$ cat config.mk
export PLATFORM = sky130hd
export DESIGN_NAME = sram_serial_loader
export DESIGN_NICKNAME = d
export VERILOG_FILES = /design/src/rtl/sram_serial_loader_pkg.sv /design/src/rtl/sram_serial_loader_piso_shift_reg.sv /design/src/rtl/sram_serial_loader.sv
export SDC_FILE = /design/constraint.sdc
export NUM_CORES = 1
export LEC_CHECK = 0
export BUFFER_PORTS_ARGS = -buffer_cell sky130_fd_sc_hd__buf_2
export CAP_MARGIN = 30
export CORE_MARGIN = 1
export CORE_UTILIZATION = 31
export DETAILED_ROUTE_END_ITERATION = 6
export GPL_ROUTABILITY_DRIVEN = 0
export PLACE_DENSITY = 0.57
export SYNTH_ARGS = -nofsm -noshare
export SYNTH_HDL_FRONTEND = slang
export SYNTH_SLANG_ARGS = --single-unit
$ cat constraint.sdc
create_clock -name CLK -period 2.4 [get_ports CLK]
set_clock_uncertainty 0.2 [all_clocks]
set_input_delay 0.24 -clock CLK [delete_from_list [all_inputs] [get_ports CLK]]
set_output_delay 0.24 -clock CLK [all_outputs]
set_load 0.1 [all_outputs]
$ cat src/rtl/sram_serial_loader_pkg.sv
// Shared definitions for the SRAM serial loader: FSM state encodings and the
// derived frame/counter widths used by the top level and its shift register.
// No ports; imported with sram_serial_loader_pkg::*.
package sram_serial_loader_pkg;

  // Loader FSM encodings (2 bits).
  localparam logic [1:0] ST_IDLE     = 2'd0;
  localparam logic [1:0] ST_SHIFT    = 2'd1;
  localparam logic [1:0] ST_WAIT_RDY = 2'd2;
  localparam logic [1:0] ST_GAP      = 2'd3;

  localparam int WORD_CNT_W = 16;

  // Frame length: address bits sit above the data bits.
  function automatic int reg_bits_width(input int addr_w, input int data_w);
    return addr_w + data_w;
  endfunction

  // Width of a counter that must hold the values 0..max_val.
  function automatic int cnt_width(input int max_val);
    return (max_val < 1) ? 1 : $clog2(max_val + 1);
  endfunction

endpackage

$ cat src/rtl/sram_serial_loader_piso_shift_reg.sv
// Parallel-in / serial-out shift register; bit 0 is presented on so.
// Latency: so reflects the loaded word's bit 0 the cycle after load.
// Backpressure: none; load has priority over shift. WIDTH must be >= 2.
// Ports: clk, rst (sync, active-high), load/load_dat parallel load,
//        shift (shift right by one), so (current LSB).
module piso_shift_reg #(
  parameter int WIDTH = 17
) (
  input  logic             clk,
  input  logic             rst,
  input  logic             load,
  input  logic [WIDTH-1:0] load_dat,
  input  logic             shift,
  output logic             so
);

  logic [WIDTH-1:0] sr_q;
  logic [WIDTH-1:0] sr_d;

  always_comb begin
    sr_d = sr_q;
    if (load) begin
      sr_d = load_dat;
    end else if (shift) begin
      sr_d = {1'b0, sr_q[WIDTH-1:1]};
    end
  end

  always_ff @(posedge clk) begin
    if (rst) begin
      sr_q <= '0;
    end else begin
      sr_q <= sr_d;
    end
  end

  assign so = sr_q[0];

endmodule

$ cat src/rtl/sram_serial_loader.sv
// Serializes {addr, data} host words LSB-first onto SO with BGN framing for
// SRAM_IO_CTRL, waits for RDY, then holds BGN low for GAP_CYCLES.
// Latency: SO = frame[0] the cycle after acceptance; min word period is
//          REG_BITS_WIDTH + 1 + GAP_CYCLES cycles.
// Backpressure: WR_READY only in IDLE and the last GAP cycle; words offered
//          at other times are held by the host.
// Ports: CLK/RST (sync, active-high); WR_VALID/WR_READY/WR_ADDR/WR_DATA host
//        side; RDY in, BGN/SO/LOAD_N out to SRAM_IO_CTRL; BUSY, DONE,
//        WORD_CNT, ERR status.
// Optional feature: define LOADER_TIMEOUT_EN to bound WAIT_RDY at
//        TIMEOUT_CYCLES cycles and raise the sticky ERR flag on expiry.
module sram_serial_loader
  import sram_serial_loader_pkg::*;
#(
  parameter int MEMORY_DATA_WIDTH = 8,
  parameter int MEMORY_ADDR_WIDTH = 9,
  parameter int GAP_CYCLES        = 1,
  parameter int TIMEOUT_CYCLES    = 32
) (
  input  logic                         CLK,
  input  logic                         RST,
  input  logic                         WR_VALID,
  output logic                         WR_READY,
  input  logic [MEMORY_ADDR_WIDTH-1:0] WR_ADDR,
  input  logic [MEMORY_DATA_WIDTH-1:0] WR_DATA,
  input  logic                         RDY,
  output logic                         BGN,
  output logic                         SO,
  output logic                         LOAD_N,
  output logic                         BUSY,
  output logic                         DONE,
  output logic [WORD_CNT_W-1:0]        WORD_CNT,
  output logic                         ERR
);

  localparam int REG_BITS_WIDTH = reg_bits_width(MEMORY_ADDR_WIDTH, MEMORY_DATA_WIDTH);
  localparam int BIT_CNT_W      = cnt_width(REG_BITS_WIDTH);
  localparam int GAP_CNT_W      = cnt_width(GAP_CYCLES);
  localparam logic [BIT_CNT_W-1:0] BIT_LAST = BIT_CNT_W'(REG_BITS_WIDTH - 1);
  localparam logic [GAP_CNT_W-1:0] GAP_LAST = GAP_CNT_W'(GAP_CYCLES - 1);

  logic [1:0]            state_q,    state_d;
  logic [BIT_CNT_W-1:0]  bit_cnt_q,  bit_cnt_d;
  logic [GAP_CNT_W-1:0]  gap_cnt_q,  gap_cnt_d;
  logic [WORD_CNT_W-1:0] word_cnt_q, word_cnt_d;
  logic                  done_q,     done_d;
  logic                  load_n_q,   load_n_d;
  // Holds WR_READY low until the first clock after reset is released.
  logic                  rst_done_q, rst_done_d;

  logic gap_last;
  logic accept;
  logic rdy_ack;
  logic timeout;
  logic sr_so;

  assign gap_last = (state_q == ST_GAP) && (gap_cnt_q == GAP_LAST);
  assign WR_READY = rst_done_q && ((state_q == ST_IDLE) || gap_last);
  assign accept   = WR_VALID && WR_READY;
  assign rdy_ack  = (state_q == ST_WAIT_RDY) && RDY;

`ifdef LOADER_TIMEOUT_EN
  localparam int TO_CNT_W = cnt_width(TIMEOUT_CYCLES);
  localparam logic [TO_CNT_W-1:0] TO_LAST = TO_CNT_W'(TIMEOUT_CYCLES - 1);

  logic [TO_CNT_W-1:0] to_cnt_q, to_cnt_d;
  logic                err_q,    err_d;

  // RDY wins over expiry when both land on the final WAIT_RDY cycle.
  assign timeout = (state_q == ST_WAIT_RDY) && !RDY && (to_cnt_q == TO_LAST);

  always_comb begin
    to_cnt_d = to_cnt_q;
    err_d    = err_q | timeout;
    // Held at zero through SHIFT so every WAIT_RDY starts from a clean count.
    if (state_q == ST_SHIFT) begin
      to_cnt_d = '0;
    end else if (state_q == ST_WAIT_RDY) begin
      to_cnt_d = to_cnt_q + 1'b1;
    end
  end

  always_ff @(posedge CLK) begin
    if (RST) begin
      to_cnt_q <= '0;
      err_q    <= 1'b0;
    end else begin
      to_cnt_q <= to_cnt_d;
      err_q    <= err_d;
    end
  end

  assign ERR = err_q;
`else
  assign timeout = 1'b0;
  // Tied low; the comparison is never true for a legal limit and keeps the
  // timeout parameter referenced when the feature is compiled out.
  assign ERR = (TIMEOUT_CYCLES < 0);
`endif

  always_comb begin
    state_d    = state_q;
    bit_cnt_d  = bit_cnt_q;
    gap_cnt_d  = gap_cnt_q;
    word_cnt_d = word_cnt_q;
    done_d     = 1'b0;
    load_n_d   = load_n_q;
    rst_done_d = 1'b1;
    case (state_q)
      ST_IDLE: begin
        if (accept) begin
          state_d   = ST_SHIFT;
          bit_cnt_d = '0;
          load_n_d  = 1'b0;
        end
      end
      ST_SHIFT: begin
        if (bit_cnt_q == BIT_LAST) begin
          state_d = ST_WAIT_RDY;
        end else begin
          bit_cnt_d = bit_cnt_q + 1'b1;
        end
      end
      ST_WAIT_RDY: begin
        if (rdy_ack) begin
          state_d    = ST_GAP;
          gap_cnt_d  = '0;
          word_cnt_d = word_cnt_q + 1'b1;
          done_d     = 1'b1;
        end else if (timeout) begin
          state_d   = ST_GAP;
          gap_cnt_d = '0;
        end
      end
      ST_GAP: begin
        if (gap_last) begin
          if (accept) begin
            // Back-to-back word: LOAD_N stays low.
            state_d   = ST_SHIFT;
            bit_cnt_d = '0;
          end else begin
            state_d  = ST_IDLE;
            load_n_d = 1'b1;
          end
        end else begin
          gap_cnt_d = gap_cnt_q + 1'b1;
        end
      end
      default: state_d = ST_IDLE;
    endcase
  end

  always_ff @(posedge CLK) begin
    if (RST) begin
      state_q    <= ST_IDLE;
      bit_cnt_q  <= '0;
      gap_cnt_q  <= '0;
      word_cnt_q <= '0;
      done_q     <= 1'b0;
      load_n_q   <= 1'b1;
      rst_done_q <= 1'b0;
    end else begin
      state_q    <= state_d;
      bit_cnt_q  <= bit_cnt_d;
      gap_cnt_q  <= gap_cnt_d;
      word_cnt_q <= word_cnt_d;
      done_q     <= done_d;
      load_n_q   <= load_n_d;
      rst_done_q <= rst_done_d;
    end
  end

  piso_shift_reg #(
    .WIDTH (REG_BITS_WIDTH)
  ) u_piso (
    .clk      (CLK),
    .rst      (RST),
    .load     (accept),
    .load_dat ({WR_ADDR, WR_DATA}),
    .shift    (state_q == ST_SHIFT),
    .so       (sr_so)
  );

  assign BGN      = (state_q == ST_SHIFT) || (state_q == ST_WAIT_RDY);
  assign SO       = (state_q == ST_SHIFT) && sr_so;
  assign BUSY     = (state_q != ST_IDLE);
  assign DONE     = done_q;
  assign LOAD_N   = load_n_q;
  assign WORD_CNT = word_cnt_q;

endmodule

After elaboration in Yosys (flattened, before gate mapping)
Index checks and enable logic that the tools add are counted.
{ "totals": {"inputBits": 21, "out_inout_bits": 23, "wordCells": 64, "reg_bits": 44} }
{ "op_classes": {"eq_ne": 11, "bitwise": 2, "n_reduce_logical": 19, "n_addsub": 3, "muxes": 21} }
{ "ops": {"columns": ["operator", "n"], "rows": [
  ["2-to-1 mux 17 bit", 2],
  ["adder 16 x 1 -> 16 bit (second input constant)", 1],
  ["2-to-1 mux 5 bit", 3],
  ["one-hot mux 5 bit (3 select lines)", 1],
  ["!= test 2 bit (second input constant)", 7],
  ["2-to-1 mux 1 bit", 8],
  ["2-to-1 mux 2 bit", 4],
  ["one-hot mux 2 bit (4 select lines)", 1],
  ["AND reduction 4 bit", 2],
  ["nonzero test 2 bit", 4],
  ["AND reduction 3 bit", 2],
  ["adder 5 x 1 -> 5 bit (second input constant)", 1],
  ["== test 5 bit (second input constant)", 1],
  ["logical AND 1 bit", 5],
  ["== test 2 bit (second input constant)", 2],
  ["one-hot mux 1 bit (2 select lines)", 2],
  ["nonzero test 3 bit", 1],
  ["== test 2 x 1 -> 1 bit (second input constant)", 1],
  ["zero test 2 bit", 1],
  ["logical OR 1 bit", 2],
  ["NOT 1 bit", 2],
  ["AND reduction 2 bit", 1],
  ["OR reduction 2 bit", 1],
  ["adder 1 bit (second input constant)", 1]
]} }

Logic depth before layout (Yosys ltp)
Gate-level depths: netlist of run 1.
{ "logic_depth": {"word_depth": 8, "depth_mapped": 7, "depth_no_buf": 6} }

Hierarchy
Synthesis of run 1 repeated with hierarchy kept, for this count alone.
{ "unflattened": {"hier_cells": 232, "hier_area_um2": 2197.1} }
{ "by_module_without_submodules": {"columns": ["module", "seq_area_each_um2", "n_inst", "cells_each", "area_per_inst_um2"], "rows": [
  ["sram_serial_loader", 540.5, 1, 157, 1391.3],
  ["piso_shift_reg", 340.3, 1, 75, 805.8]
]} }

Least setup slack after synthesis of run 1
OpenSTA, ideal clock, no wires.
{ "synth_timing": {"kind": "register -> register", "startpoint": "reg word_cnt_q[0] (netlist: WORD_CNT[0])", "endpoint": "reg word_cnt_q[12] (netlist: WORD_CNT[12])", "slack_ps": 37, "stages_incl_launch_ff": 6, "synth_period_minus_slack_ps": 2363, "setup_ps": 121, "required_ps": 2079, "n_path_buf": 0, "arrival_ps": 2042, "path_cell_list": "dfxtp_1 ha_1 nand3_1 nor2_1 nand4_1 mux2_2"} }
{ "synth_via": {"elab_chain_cells": 1} }
{ "synth_rtl": {"columns": ["item", "line", "text"], "rows": [
  ["start, declared", "sram_serial_loader.sv:45", "logic [WORD_CNT_W-1:0] word_cnt_q, word_cnt_d;"],
  ["start signal, assigned", "sram_serial_loader.sv:166", "word_cnt_q <= word_cnt_d;"],
  ["adder 16 x 1 -> 16 bit", "sram_serial_loader.sv:128", "word_cnt_d = word_cnt_q + 1'b1;"]
]} }
No other way between the ends.
A chain may end at the register's enable or synchronous reset.

Worst setup path in the final report of run 1
{ "layout_timing": {"startpoint": "reg state_q[1]", "endpoint": "out WR_READY"} }
{ "layout_via": {"elab_chain_cells": 4, "elab_cells_between_ends": 5, "classes_between": "eq/ne (1); reduce/logical (4)"} }
{ "layout_rtl": {"columns": ["item", "line", "text"], "rows": [
  ["start, declared", "sram_serial_loader.sv:42", "logic [1:0] state_q, state_d;"],
  ["start signal, assigned", "sram_serial_loader.sv:163", "state_q <= state_d;"],
  ["== test 2 bit", "sram_serial_loader.sv:57", "assign gap_last = (state_q == ST_GAP) && (gap_cnt_q == GAP_LAST);"],
  ["logical AND 1 bit", "sram_serial_loader.sv:57", null],
  ["logical OR 1 bit *", "sram_serial_loader.sv:58", "assign WR_READY = rst_done_q && ((state_q == ST_IDLE) || gap_last);"],
  ["logical AND 1 bit *", "sram_serial_loader.sv:58", null],
  ["end, declared", "sram_serial_loader.sv:23", "output logic WR_READY,"]
]} }
Mark *: on every way between the ends. The rest lies on a longest branch, timed or not.

==> results.json, run 1 <==
{
  "status": "finished, final reports clean",
  "avgSynthCellArea_um2": 9.530,
  "hp-class": "input port to flop",
  "cts_max_level": 2,
  "first_global_vias": 1649,
  "grt_usage_pct": 12.98,
  "route.detailed.drc": 0,
  "worst_pin_slew_ps": 547.1,
  "synth_edf_count": 0,
  "fin_nets": 298,
  "wirelength_um": 4493,
  "layout-drive-gt1-share_pct": 23.42,
  "cts.clk_slew.worst_paths_ps": 80,
  "hold_start": "WR_DATA[4]",
  "synth_area_um2": 2163,
  "cts_tree": "built",
  "p_clk_share_pct": 20.5,
  "cts_sinks": 44,
  "syn_inst": 227,
  "cts-root-buf": "clkbuf_8",
  "setup_viol": 0,
  "die_area_um2": 7316,
  "dieHeight_um": 85.54,
  "n_antenna_cell": 0,
  "leakagePower_nw": 1.041,
  "nFillCells": 719,
  "swShare_pct": 41.20,
  "cp-start-kind": "flop",
  "fin_crit_sh_pct": 95.01,
  "timing.rr.start": "state_q[0]$_SDFFE_PP0P_",
  "final_common_cell": "dfxtp_1",
  "crit_path_max_incr_delay_ps": 440,
  "grt_max_degree": 34,
  "area_growth_pct": 17.76,
  "gr-total-overflow": 0,
  "critPathSlowestCell": "dfxtp_1",
  "ant_nets": 0,
  "antenna_found_initial": 0,
  "yosysWarnings": 0,
  "drv_slew": 0,
  "fin_setup_tns_ps": 0,
  "via_per_inst": 4.946,
  "relSlewSlack_pct": 63.52,
  "period_needed_ps": 2280,
  "power_frac_seq_pct": 39.0,
  "dominantRegCellSynth": "dfxtp_1",
  "clock_path_buffers": 2,
  "row_count": 30,
  "synth-seq-cells": 44,
  "worstPathCellList": "ha_1 -> nor2b_1 -> o21a_1 -> buf_2",
  "wl_per_cell_um": 12.87,
  "vias": 1726,
  "io_pins": 44,
  "path_max_fanout": 6,
  "vdd_drop_max_v": 0.0002384,
  "async_flop_share_pct": 0,
  "instances_no_fill": 349,
  "p_sw_w": 0.0009640,
  "powerDensity_nw_per_um2": 918.4,
  "crit_path_end_kind": "primary output",
  "numCtsBuffers": 5,
  "port_buffers": 42,
  "mostFrequentLayoutCells": "44 x dfxtp_1, 41 x buf_2, 33 x nor2_1",
  "max_freq_ghz": 0.4385,
  "initialDrtViolationCount": 76,
  "clk_latency_ps": 290,
  "met2_length_um": 2054,
  "rsz0062_at_grt": "false",
  "m1WireLength_um": 2222,
  "cp.arrival_ps": 1840,
  "post-place-cells": 340,
  "p_int_w": 0.001376,
  "die_w_um": 85.54,
  "comb_power_share_pct": 40.4,
  "coreArea_um2": 6756,
  "dr_wl_met3_um": 117,
  "top_layer": "met4",
  "grt_pass1_wl_um": 7521,
  "worstSetupPathType": "flop to primary output",
  "ys_types": 42,
  "critPathLaunch": "state_q[1]$_SDFFE_PP0P_",
  "synth_nets": 257,
  "cap_violations": 0,
  "hold_viol_final": 0,
  "dr.pass1.iters": 4,
  "ys_seq_area_share_pct": 40.72,
  "dp.final_hpwl_um": 3126,
  "initial_utilization_pct": 32.02,
  "crit_required_ps": 1960
}
==> logic make-up (layout without fill, tap and decap cells) <==
logic type,Yosys count,in the layout,share of synthesized area [%]
XOR/XNOR,10,10,4.049
adder cells (fa/ha/maj),9,9,5.205
buffers and inverters,21,63,4.511
AO/OA/AOI/OAI,48,48,17.41
AND/OR/NAND/NOR,74,74,18.57
multiplexers,20,20,9.369
flip-flops,44,44,40.72
other,1,1,0.1733
==> layout make-up <==
class	instances	area [µm²]	area share, %
inverter	9	33.78	1.326
tap	80	100.1	3.929
sequential	44	880.8	34.58
multi-input combinational	162	1185	46.51
timing repair buffer	46	257.7	10.12
clock buffer	8	90.09	3.536
==> power groups by stage <==
stage / Combinational (W) / Clock [W] / Sequential [W]
6_report: 0.000946 / 0.000480 / 0.000913
5_1_grt: 0.00102 / 0.000531 / 0.000929
4_1_cts: 0.000954 / 0.000498 / 0.000913
3_5_place_dp: 0.000949 / 0 / 0.000928
3_3_place_gp: 0.000943 / 0 / 0.000927
2_1_floorplan: 0.000769 / 0 / 0.000964
==> metrics by stage <==
step	hold WS [ps]	cell area (µm²)	total power, W	utilization, %	setup WS [ps]
floorplan	183.9	2163	0.001733	-	37.10
global placement	269.4	2447	0.001870	36.22	359.5
detailed placement	281.3	2447	0.001876	36.22	312.4
CTS	18.54	2547	0.002365	37.70	116.4
global route	14.79	2547	0.002478	37.70	23.88
finish	25.94	2547	0.002340	37.70	119.7
==> per-layer routing <==
metal | vias up | global-route usage (%)
met5 | - | 0
li1 | 887 | -
met1 | 808 | 17.08
met2 | 22 | 20.15
met3 | 9 | 3.080
met4 | 0 | 6.061
==> sequential cells by signal (all words and copies together) (netlist names) <==
| signal | flops |
|---|---|
| WORD_CNT | 16 |
| bit_cnt_q | 5 |
| DONE | 1 |
| rst_done_q | 1 |
| LOAD_N | 1 |
| gap_cnt_q | 1 |
| state_q | 2 |
| u_piso.sr_q | 17 |
==> worst max-delay path, delay by kind of cell (launching register included) <==
family          cells  cell delay, ps
flops               1             440
buf+inv             1             420
simple gates        1             280
fa+ha+maj           1             240
compound gates      1             160
==> path summary, 6_finish.rpt <==
path,end,slack [ps],cells past startpoint
min reg2reg,WORD_CNT[15]$_SDFFE_PP0P_,280,2
max,WR_READY,120,4
max reg2reg,u_piso.sr_q[15]$_SDFFE_PP0P_,290,6
min,u_piso.sr_q[4]$_SDFFE_PP0P_,30,3
==> cells in the mapped netlist (all sizes together), types with 6 or more instances <==
cell type | instances | area [µm²]
buf | 8 | 48.79
o21ai | 7 | 38.79
nand3 | 7 | 35.03
nand2 | 7 | 26.28
nor2 | 33 | 123.9
xor2 | 7 | 61.31
inv | 9 | 33.78
nand4 | 6 | 52.55
mux2i | 18 | 180.2
ha | 9 | 112.6
a211oi | 18 | 145.1
a21oi | 11 | 55.05
dfxtp | 44 | 880.8
==> what timing repair did <==
item,in CTS,in global routing
gates resized for setup,0,0
hold buffers,1,0
buffers inserted,0,0
hold endpoints to repair,1,0
Note: power is estimated with default switching activity, not from simulation.
==> run 2: changes to the inputs <==
--- a/config.mk
+++ b/config.mk
@@ -7,7 +7,7 @@
 export LEC_CHECK = 0
 export BUFFER_PORTS_ARGS = -buffer_cell sky130_fd_sc_hd__buf_2
 export CAP_MARGIN = 30
-export CORE_MARGIN = 1
+export CORE_MARGIN = 3
 export CORE_UTILIZATION = 31
 export DETAILED_ROUTE_END_ITERATION = 6
 export GPL_ROUTABILITY_DRIVEN = 0
@@ -15,3 +15,4 @@
 export SYNTH_ARGS = -nofsm -noshare
 export SYNTH_HDL_FRONTEND = slang
 export SYNTH_SLANG_ARGS = --single-unit
+export TNS_END_PERCENT = 10
==> results.json, run 2 (synthesized netlist as in run 1, its figures left out) <==
{
  "setup_viol": 0,
  "cts_sinks": 44,
  "fin_nets": 299,
  "final_common_cell": "dfxtp_1",
  "cts.clk_slew.worst_paths_ps": 80,
  "instances_no_fill": 363,
  "dieHeight_um": 89.54,
  "initial_utilization_pct": 32.94,
  "cts_max_level": 2,
  "cp-start-kind": "flop",
  "area_growth_pct": 20.42,
  "powerDensity_nw_per_um2": 935.4,
  "post-place-cells": 354,
  "register_area_um2": 880.8,
  "worst_pin_slew_ps": 637.4,
  "max_freq_ghz": 0.4393,
  "whs_ps": 18.08,
  "rsz0062_at_grt": "false",
  "worstSetupPathType": "flop to primary output",
  "cts-root-buf": "clkbuf_8",
  "mostFrequentLayoutCells": "44 x dfxtp_1, 41 x buf_2, 33 x nor2_1",
  "fin_total_pwr_w": 0.002437,
  "via_per_inst": 4.678,
  "clk_latency_ps": 300,
  "gr-total-overflow": 0,
  "cp.arrival_ps": 1840,
  "vdd_drop_max_v": 0.0002834,
  "dp.final_hpwl_um": 3106,
  "fin_crit_sh_pct": 94.85,
  "multi_input_area_um2": 1185,
  "numCtsBuffers": 5,
  "crit_path_end_kind": "primary output",
  "postCtsSetupBuffers": 0,
  "coreArea_um2": 6568,
  "grt_pass1_wl_um": 7341,
  "status": "finished, final reports clean",
  "first_global_vias": 1580,
  "port_buffers": 42,
  "route.detailed.drc": 0,
  "row_count": 29,
  "grt_max_degree": 36,
  "wl_per_cell_um": 12.15,
  "nFillCells": 667,
  "largest_register_ff_count": 17,
  "cap_violations": 0,
  "clock_path_buffers": 2,
  "wirelength_um": 4412,
  "leakagePower_nw": 1.062,
  "antenna_found_initial": 0,
  "relSlewSlack_pct": 57.51,
  "grt_usage_pct": 11.75,
  "io_pins": 44,
  "crit_required_ps": 1960,
  "hp-class": "input port to flop",
  "die_w_um": 89.54,
  "layout-drive-gt1-share_pct": 24.07,
  "hold_viol_final": 0,
  "ant_nets": 0,
  "fin_setup_tns_ps": 0,
  "die_area_um2": 8017,
  "cts_tree": "built",
  "vias": 1698,
  "n_antenna_cell": 0,
  "path_max_fanout": 6,
  "period_needed_ps": 2276,
  "regMostFlops": "u_piso.sr_q",
  "initialDrtViolationCount": 91,
  "dr.pass1.iters": 4,
  "drv_slew": 0
}
[run 2: cell types whose count changed in the layout (fill, tap and decap cells not counted)]
| cell | before | now |
|---|---|---|
| clkbuf_8 | 6 | 5 |
| clkbuf_1 | 2 | 1 |
| buf_6 | 0 | 1 |
| clkinv_2 | 0 | 1 |
| bufinv_16 | 0 | 1 |
| buf_4 | 3 | 2 |
| buf_12 | 1 | 2 |
[run 2: where the power goes]
| part | leakage (nW) | switching (W) | internal (W) |
|---|---|---|---|
| Clock | 0.0552 | 0.000254 | 0.000309 |
| Combinational | 0.648 | 0.000645 | 0.000318 |
| Sequential | 0.358 | 0.0000752 | 0.000835 |
| Total | 1.06 | 0.000974 | 0.00146 |
[run 2: metal layers]
metal | track usage (%) | wire length, µm
met1 | 16.14 | 2202
met2 | 17.88 | 1960
met3 | 3.502 | 182
met4 | 3.248 | 67
met5 | 0 | 0
[run 2: metrics by stage]
stage | util [%] | setup WS [ps] | area [µm²]
global placement | 37.82 | 370.1 | 2484
finish | 39.66 | 123.7 | 2605
CTS | 39.61 | 101.8 | 2601
floorplan | - | 37.10 | 2163
global route | 39.66 | 22.31 | 2605
detailed placement | 37.82 | 267.6 | 2484
[run 2: worst max-delay path: stages, from the launching register on]
cell	delay, ps
dfxtp_1	450
ha_1	240
nor2b_1	290
o21a_1	150
buf_2	410
[run 2: what timing repair did]
action	CTS	global route
hold buffers	1	0
resized for setup	0	1
endpoints found under the setup margin	0	1
endpoints found under the hold margin	1	0
[run 2: final cells by class]
class,instances,area share [%]
clock inverters,2,1.345
flip-flops and latches,44,33.81
repair buffers,47,10.81
well taps,93,4.467
clock buffers,6,2.786
inverters,9,1.297
multi-input cells,162,45.49
[run 2: worst paths after layout]
kind	end	cells past startpoint	startpoint	slack, ps
setup reg to reg	state_q[0]$_SDFFE_PP0P_	6	state_q[1]$_SDFFE_PP0P_	270
hold reg to reg	WORD_CNT[15]$_SDFFE_PP0P_	2	WORD_CNT[15]$_SDFFE_PP0P_	300
hold / removal	u_piso.sr_q[2]$_SDFFE_PP0P_	3	WR_DATA[2]	20
setup / recovery	WR_READY	4	state_q[1]$_SDFFE_PP0P_	120
